## src/rtl/counter_host_pkg.sv

```systemverilog
// counter_host_pkg: shared FSM states and widths for the counter pad host
package counter_host_pkg;
  localparam int DEF_WIDTH = 41;
  localparam int CNT_W = 8;
  typedef enum logic [2:0] {
    RESET_HOLD, IDLE, WR_SETUP, WR_STROBE, WR_HOLD, RD_EN, RD_RELEASE, TURN
  } state_t;
endpackage

```

## src/rtl/counter_host_delta.sv

```systemverilog
// counter_host_delta: last-read register and modular difference between consecutive reads
module counter_host_delta
  import counter_host_pkg::*;
#(
  parameter int WIDTH = DEF_WIDTH
) (
  input  logic             clk,
  input  logic             rst,
  input  logic             i_cap,
  input  logic             i_clr,
  input  logic [WIDTH-1:0] i_data,
  output logic [WIDTH-1:0] o_delta,
  output logic             o_hist
);
  logic [WIDTH-1:0] r_last, r_delta;
  logic r_has, r_hist;
  always_ff @(posedge clk) begin
    if (rst) begin
      r_last  <= '0;
      r_delta <= '0;
      r_has   <= 1'b0;
      r_hist  <= 1'b0;
    end else if (i_cap) begin
      r_last  <= i_data;
      r_delta <= i_data - r_last;
      r_has   <= 1'b1;
      r_hist  <= r_has;
    end else if (i_clr) begin
      r_has <= 1'b0;
    end
  end
  assign o_delta = r_delta;
  assign o_hist  = r_hist;
endmodule

```

## src/rtl/counter_pad_host.sv

```systemverilog
// counter_pad_host: load/read initiator for the counter chip pads; COUNTER_HOST_DELTA_EN adds read-to-read deltas
module counter_pad_host
  import counter_host_pkg::*;
#(
  parameter int WIDTH      = DEF_WIDTH,
  parameter int SAMPLE_DLY = 2,
  parameter int TURN_CYC   = 1,
  parameter int RST_HOLD   = 4
) (
  input  logic             clk,
  input  logic             rst,
  input  logic             req_valid,
  output logic             req_ready,
  input  logic             req_write,
  input  logic [WIDTH-1:0] req_data,
  output logic             rsp_valid,
  output logic             rsp_write,
  output logic [WIDTH-1:0] rsp_data,
  output logic [WIDTH-1:0] bus_out,
  output logic             bus_oe,
  input  logic [WIDTH-1:0] bus_in,
  output logic             web,
  output logic             oeb,
`ifdef COUNTER_HOST_DELTA_EN
  output logic [WIDTH-1:0] rsp_delta,
  output logic             rsp_delta_valid,
`endif
  output logic             chip_rst_n
);
  state_t r_state;
  logic [CNT_W-1:0] r_cnt;
  logic r_ready, r_rsp_valid, r_rsp_write, r_bus_oe, r_web, r_oeb, r_chip_rst_n;
  logic [WIDTH-1:0] r_rsp_data, r_bus_out;
  logic w_acc, w_cap;
  assign w_acc = (r_state == IDLE) & req_valid;
  assign w_cap = (r_state == RD_EN) & (r_cnt == CNT_W'(SAMPLE_DLY - 1));
  // chip reset releases one cycle before the first request is accepted
  always_ff @(posedge clk) begin
    if (rst) begin
      r_state      <= RESET_HOLD;
      r_cnt        <= '0;
      r_ready      <= 1'b0;
      r_rsp_valid  <= 1'b0;
      r_rsp_write  <= 1'b0;
      r_rsp_data   <= '0;
      r_bus_out    <= '0;
      r_bus_oe     <= 1'b0;
      r_web        <= 1'b1;
      r_oeb        <= 1'b1;
      r_chip_rst_n <= 1'b0;
    end else begin
      case (r_state)
        RESET_HOLD: begin
          r_cnt <= r_cnt + 1'b1;
          if (r_cnt == CNT_W'(RST_HOLD - 1)) r_chip_rst_n <= 1'b1;
          if (r_cnt == CNT_W'(RST_HOLD)) begin
            r_state <= IDLE;
            r_ready <= 1'b1;
          end
        end
        IDLE: if (w_acc) begin
          r_ready <= 1'b0;
          r_cnt   <= '0;
          if (req_write) begin
            r_state   <= WR_SETUP;
            r_bus_oe  <= 1'b1;
            r_bus_out <= req_data;
          end else begin
            r_state <= RD_EN;
            r_oeb   <= 1'b0;
          end
        end
        WR_SETUP: begin
          r_state <= WR_STROBE;
          r_web   <= 1'b0;
        end
        WR_STROBE: begin
          r_state     <= WR_HOLD;
          r_web       <= 1'b1;
          r_rsp_valid <= 1'b1;
          r_rsp_write <= 1'b1;
        end
        WR_HOLD: begin
          r_state     <= TURN;
          r_bus_oe    <= 1'b0;
          r_rsp_valid <= 1'b0;
          r_rsp_write <= 1'b0;
          r_cnt       <= '0;
        end
        RD_EN: if (w_cap) begin
          r_state     <= RD_RELEASE;
          r_oeb       <= 1'b1;
          r_rsp_valid <= 1'b1;
          r_rsp_data  <= bus_in;
        end else begin
          r_cnt <= r_cnt + 1'b1;
        end
        RD_RELEASE: begin
          r_state     <= TURN;
          r_rsp_valid <= 1'b0;
          r_cnt       <= '0;
        end
        TURN: if (r_cnt == CNT_W'(TURN_CYC - 1)) begin
          r_state <= IDLE;
          r_ready <= 1'b1;
        end else begin
          r_cnt <= r_cnt + 1'b1;
        end
        default: r_state <= RESET_HOLD;
      endcase
    end
  end
  assign req_ready  = r_ready;
  assign rsp_valid  = r_rsp_valid;
  assign rsp_write  = r_rsp_write;
  assign rsp_data   = r_rsp_data;
  assign bus_out    = r_bus_out;
  assign bus_oe     = r_bus_oe;
  assign web        = r_web;
  assign oeb        = r_oeb;
  assign chip_rst_n = r_chip_rst_n;
`ifdef COUNTER_HOST_DELTA_EN
  logic w_hist;
  counter_host_delta #(.WIDTH(WIDTH)) u_delta (
    .clk    (clk),
    .rst    (rst),
    .i_cap  (w_cap),
    .i_clr  (w_acc & req_write),
    .i_data (bus_in),
    .o_delta(rsp_delta),
    .o_hist (w_hist)
  );
  assign rsp_delta_valid = w_hist & r_rsp_valid & ~r_rsp_write;
`endif
endmodule

```

## config.mk

```make
export PLATFORM = sky130hd
export DESIGN_NAME = counter_pad_host
export DESIGN_NICKNAME = d
export VERILOG_FILES = /design/src/rtl/counter_host_pkg.sv /design/src/rtl/counter_host_delta.sv /design/src/rtl/counter_pad_host.sv
export SDC_FILE = /design/constraint.sdc
export NUM_CORES = 1
export LEC_CHECK = 0
export BUFFER_PORTS_ARGS = -buffer_cell sky130_fd_sc_hd__buf_2
export CORE_ASPECT_RATIO = 0.8
export CORE_MARGIN = 2
export CORE_UTILIZATION = 47
export CTS_CLUSTER_DIAMETER = 60
export DETAILED_ROUTE_END_ITERATION = 12
export PLACE_DENSITY = 0.78
export SLEW_MARGIN = 15
export SYNTH_ARGS = -nofsm -noshare
export SYNTH_HDL_FRONTEND = slang
export SYNTH_SLANG_ARGS = --single-unit
```

## constraint.sdc

```tcl
create_clock -name clk -period 2.17 [get_ports clk]
set_clock_uncertainty 0.2 [all_clocks]
set_input_delay 0.434 -clock clk [delete_from_list [all_inputs] [get_ports clk]]
set_output_delay 0.434 -clock clk [all_outputs]
set_load 0.05 [all_outputs]
```

# Word-level counts from Yosys, hierarchy flattened

Index checks and enable logic that the tools add are counted.
Widths: inputs -> output; s select.

Flip-flop bits (word level): 100
Latch bits: 0
Memory bits (writable): 0
ROM bits: 0
Input bits: 86
Output and inout port bits: 89
Word-level logic and storage cells: 75
Memories kept: 0

Add/sub/neg operators: 1
Multiply operators: 0
Divide/modulo/power cells: 0
$lt $le $gt $ge: 0
Equal/unequal tests: 18
Shift-type cells: 0
Muxes and demuxes: 24
Bitwise gates (word level): 2
Reductions and logical operators: 19

Operators by type and width:

| kind                | count |
|---|---|
| $pmux 8 s5          | 1 |
| $mux 8              | 3 |
| $pmux 3 s7          | 1 |
| $ne 2x2->1 const B  | 8 |
| $reduce_and 4->1    | 4 |
| $mux 3              | 5 |
| $eq 3x3->1 const B  | 4 |
| $add 8x1->8 const B | 1 |
| $eq 8x1->1 const B  | 1 |
| $eq 8x2->1 const B  | 1 |
| $eq 8x3->1 const B  | 1 |
| $logic_not 8->1     | 1 |
| $mux 1              | 8 |
| $pmux 1 s2          | 4 |
| $reduce_bool 2->1   | 4 |
| $eq 3x2->1 const B  | 2 |
| $pmux 1 s3          | 2 |
| $reduce_and 2->1    | 3 |
| $reduce_and 3->1    | 2 |
| $reduce_bool 3->1   | 2 |
| $reduce_bool 5->1   | 1 |
| $eq 3x1->1 const B  | 1 |
| $logic_not 3->1     | 1 |
| $and 1x1->1         | 2 |
| $reduce_or 2->1     | 1 |

# Logic depth before layout (Yosys ltp)

Depth in word-level cells: 4
Gate-level depth with buffers: 8
Gate-level depth less buffers: 6

# Worst setup path after synthesis

Ideal clock, no wire load.

Path type: reg-to-reg
Start: reg r_cnt[3]
End: reg r_rsp_data[31], in the netlist rsp_data[31]
Setup time: 132 ps
Arrival: 1643 ps
Required time: 1838 ps
Setup slack: 195 ps
Stages on the path, launching flop included: 7
Path buffers: 2
Period minus slack after synthesis: 1975 ps
Cell sequence: dfxtp_1 or4_4 or3_1 buf_2 buf_6 nand2_1 a21oi_1

Cells in the longest elaborated chain, start to end: 3

Ends and longest elaborated chain:

| what                              | RTL line                | text |
|---|---|---|
| start: declaration                | counter_pad_host.sv:31  | `logic [CNT_W-1:0] r_cnt;` |
| start signal: assignment          | counter_pad_host.sv:54  | `r_cnt <= r_cnt + 1'b1;` |
| start signal: assignment          | counter_pad_host.sv:96  | `r_cnt <= r_cnt + 1'b1;` |
| start signal: assignment          | counter_pad_host.sv:107 | `r_cnt <= r_cnt + 1'b1;` |
| $eq 8x1->1                        | counter_pad_host.sv:36  | `assign w_cap = (r_state == RD_EN) & (r_cnt == CNT_W'(SAMPLE_DLY - 1));` |
| $and 1x1->1                       | counter_pad_host.sv:36  |  |
| $reduce_and 2->1 (no source line) | -                       |  |
| end signal: assignment            | counter_pad_host.sv:94  | `r_rsp_data <= bus_in;` |
| end: declaration                  | counter_pad_host.sv:33  | `logic [WIDTH-1:0] r_rsp_data, r_bus_out;` |

Every way passes these cells.
A chain may end at the register's enable or synchronous reset.

# Worst setup path in the final report

Start: reg r_cnt[3]
End: reg r_cnt[1]

Cells in the longest elaborated chain, start to end: 4
Elaborated cells on any way between the ends: 6
Those cells by class: eq/ne: 3; bitwise: 1; reduce/logical: 2

Ends and longest elaborated chain:

| what                                | RTL line |
|---|---|
| $eq 8x1->1                          | counter_pad_host.sv:36 |
| $and 1x1->1                         | counter_pad_host.sv:36 |
| $ne 2x2->1 (no source line)         | - |
| $reduce_and 4->1 (no source line) * | - |

Every way passes the cells marked *; elsewhere a longest branch is shown, timed or not.

==> flow_metrics.tcl <==
set metrics [dict create \
    outcome "finished, final reports clean" \
    ctsHtreeMaxLevel 3 \
    fin_crit_ns 2.06 \
    drt_iter0_drc 248 \
    worst_path_most_repeated_cell "buf_4" \
    fillers 716 \
    ios 175 \
    hold_viol 0 \
    synth_ff_type "dfxtp_1" \
    grt.overflow.total 0 \
    synth-edff-count 0 \
    syn_to_final_growth_pct 30.7 \
    insertion_delay_ns 0.35 \
    netlist_instances 488 \
    routed-via-count 3859 \
    cts.sinks 100 \
    crit_type "flip-flop to flip-flop" \
    critical_path.max_stage_delay_ns 0.39 \
    drive_gt1_share_pct 32.1 \
    max_clock_freq_mhz 485 \
    avgSynthCellArea_sq_um 7.93 \
    num_rows 29 \
    rsz0062_at_grt "false" \
    antennaDiodeCount 0 \
    post_cts_buffers 0 \
    cts.clk_slew.worst_paths_ns 0.10 \
    postSynthNetCount 577 \
    drc 0 \
    coreArea_sq_um 7950 \
    worst-endpoint-arrival_ns 2.14 \
    cts_tree "yes" \
    die_h_microns 85.2 \
    cp_max_fo 6 \
    critical_path.cell_chain "buf_4, nor4_1, buf_4, nand4b_1, o21ai_0, mux2i_1" \
    finalCritPeriodShare_pct 95.1 \
    tns_ns 0 \
    hp-class "input pin to flip-flop" \
    yosysSeqAreaShare_pct 51.7 \
    antenna_found_initial 0 \
    via_per_inst 5.02 \
    worstMarginPinSlew_ns 0.619 \
    cts_made_buffers 9 \
    synth_cell_types 45 \
    drv_slew 0 \
    die_area_sq_um 8980 \
    grt_max_degree 64 \
    power.leakage_nw 2.14 \
    die_w_microns 105 \
    drtPass1Iterations 4 \
    avgRoutedWirePerCell_microns 13.6 \
    vdd_drop_max_mv 0.394 \
    grt_first_pass_wirelength_mm 17.0 \
    hold_ws_ns 0.112 \
    critPathRequiredTime_ns 2.25 \
    hpwl_mm 7.57 \
    clockBufferDepth 2 \
    finish.net_count 744 \
    r2r_cells 6 \
    setup_violations 0 \
    crit_path_top_delay_cell "nor4_1" \
    grt_usage_pct 23.1 \
    startpoint_type "flip-flop" \
    netlist_area_sq_um 3870 \
    yosys_warnings 0 \
    gp_congestion 0.901 \
    max_cap_viol_count 0 \
    power_density_nw_per_um2 651 \
    hold-path-cell-count 3 \
    start_util_pct 48.7 \
    portBuffers 174 \
    setup.worst_path.end_class "flip-flop" \
    grt_pass1_vias 3659 \
    synthArstFlopShare_pct 0 \
    ant_nets 0 \
    routed_wl_mm 10.4 \
    ys_seq_elements 100 \
    slew-limit-headroom_pct 58.7 \
    cts_root_buf "clkbuf_8" \
]
stage by stage:
stage	instance area, sq um	utilization (%)	setup slack (ns)	instances	power, mW
CTS	5050	63.5	0.0565	768	3.33
floorplan	3870	-	0.195	488	2.10
global placement	4870	61.3	0.126	752	2.23
global route	5060	63.6	0.0225	768	3.45
finish	5060	63.6	0.107	768	3.29
detailed placement	4870	61.3	0.0698	752	2.24
Yosys cell counts, types with 3 or more instances:
cell,n,area (sq um)
a211oi_1,3,22.5
a21boi_0,3,22.5
a21oi_1,89,445
buf_1,3,11.3
buf_2,8,40.0
buf_6,4,45.0
clkbuf_1,19,71.3
dfxtp_1,100,2000
ha_1,3,37.5
inv_1,7,26.3
mux2i_1,3,30.0
nand2_1,175,657
nand2b_1,4,25.0
nand3_1,5,25.0
nand4_1,3,18.8
nor2_1,8,30.0
nor3_1,7,35.0
nor4_1,4,25.0
o21ai_0,5,25.0
o22ai_1,3,18.8
o31ai_1,3,22.5
cell type report:
type	instances	area, sq um	area share [%]
clock inverter	5	45.0	0.891
sequential	100	2000	39.6
multi-input combinational	347	1680	33.3
timing repair buffer	190	1030	20.4
clock buffer	11	131	2.60
tap	108	135	2.67
inverter	7	26.3	0.520
layout by cell type (no fill, tap or decap), drive strengths merged, types with 2 or more instances in the layout:
cell    netlist  final
a211oi        3      3
a21boi        3      3
a21oi        90     90
and2          2      2
and3          2      2
buf          15    190
clkbuf       19     11
dfxtp       100    100
ha            3      3
inv           7     10
mux2i         3      3
nand2       175    175
nand2b        4      4
nand3         5      5
nand4         3      3
nand4b        2      2
nor2          8      8
nor3          8      8
nor3b         2      2
nor4          4      4
o21ai         5      5
o22ai         3      3
o31ai         3      3
or3           2      2
or4           2      2
logic make-up (layout without fill, tap and decap cells):
| group | after synthesis | after routing | share of synthesized area, % |
|---|---|---|---|
| and+or+nand+nor | 226 | 226 | 25.2 |
| AOI/OAI and AO/OA | 115 | 115 | 16.3 |
| buffers and inverters | 41 | 213 | 5.01 |
| muxes | 3 | 3 | 0.776 |
| adders and majority gates | 3 | 3 | 0.970 |
| DFF | 100 | 100 | 51.7 |
state kept, by name, summed over array words and instances, names as in the netlist:
name and cells:
rsp_write 1, r_cnt 8, chip_rst_n 1, rsp_data 41
req_ready 1, rsp_valid 1, oeb 1, bus_oe 1
bus_out 41, r_state 3, web 1
critical path: cells and delay by family, from the launching register on:
kind	cells	cell delay, ns
AND/OR/NAND/NOR	2	0.50
buffers and inverters	2	0.37
AO/OA/AOI/OAI	1	0.37
flip-flops	1	0.33
multiplexers	1	0.23
timing repair:
| item | in CTS | in global routing |
|---|---|---|
| resized for setup | 0 | 2 |
| hold buffers | 0 | 0 |
| setup endpoints to repair | 0 | 12 |
per-layer routing:
layer	track usage (%)	wire length (microns)
met5	0	0
met4	4.36	61
met3	5.99	866
met2	39.8	5010
met1	29.5	4480
path summary, 6_finish.rpt:
kind	startpoint	to	slack [ns]
max	r_cnt[3]	r_cnt[1]	0.11
min	req_data[19]	bus_out[19]	0.11
max reg2reg	r_cnt[3]	r_cnt[1]	0.11
min reg2reg	bus_out[19]	bus_out[19]	0.26
power by group:
part	internal [mW]	total [mW]	switching (mW)
clock	0.438	1.09	0.652
sequential	1.86	1.88	0.0223
combinational	0.127	0.320	0.193
No activity file was read; power rests on OpenSTA's default activity.
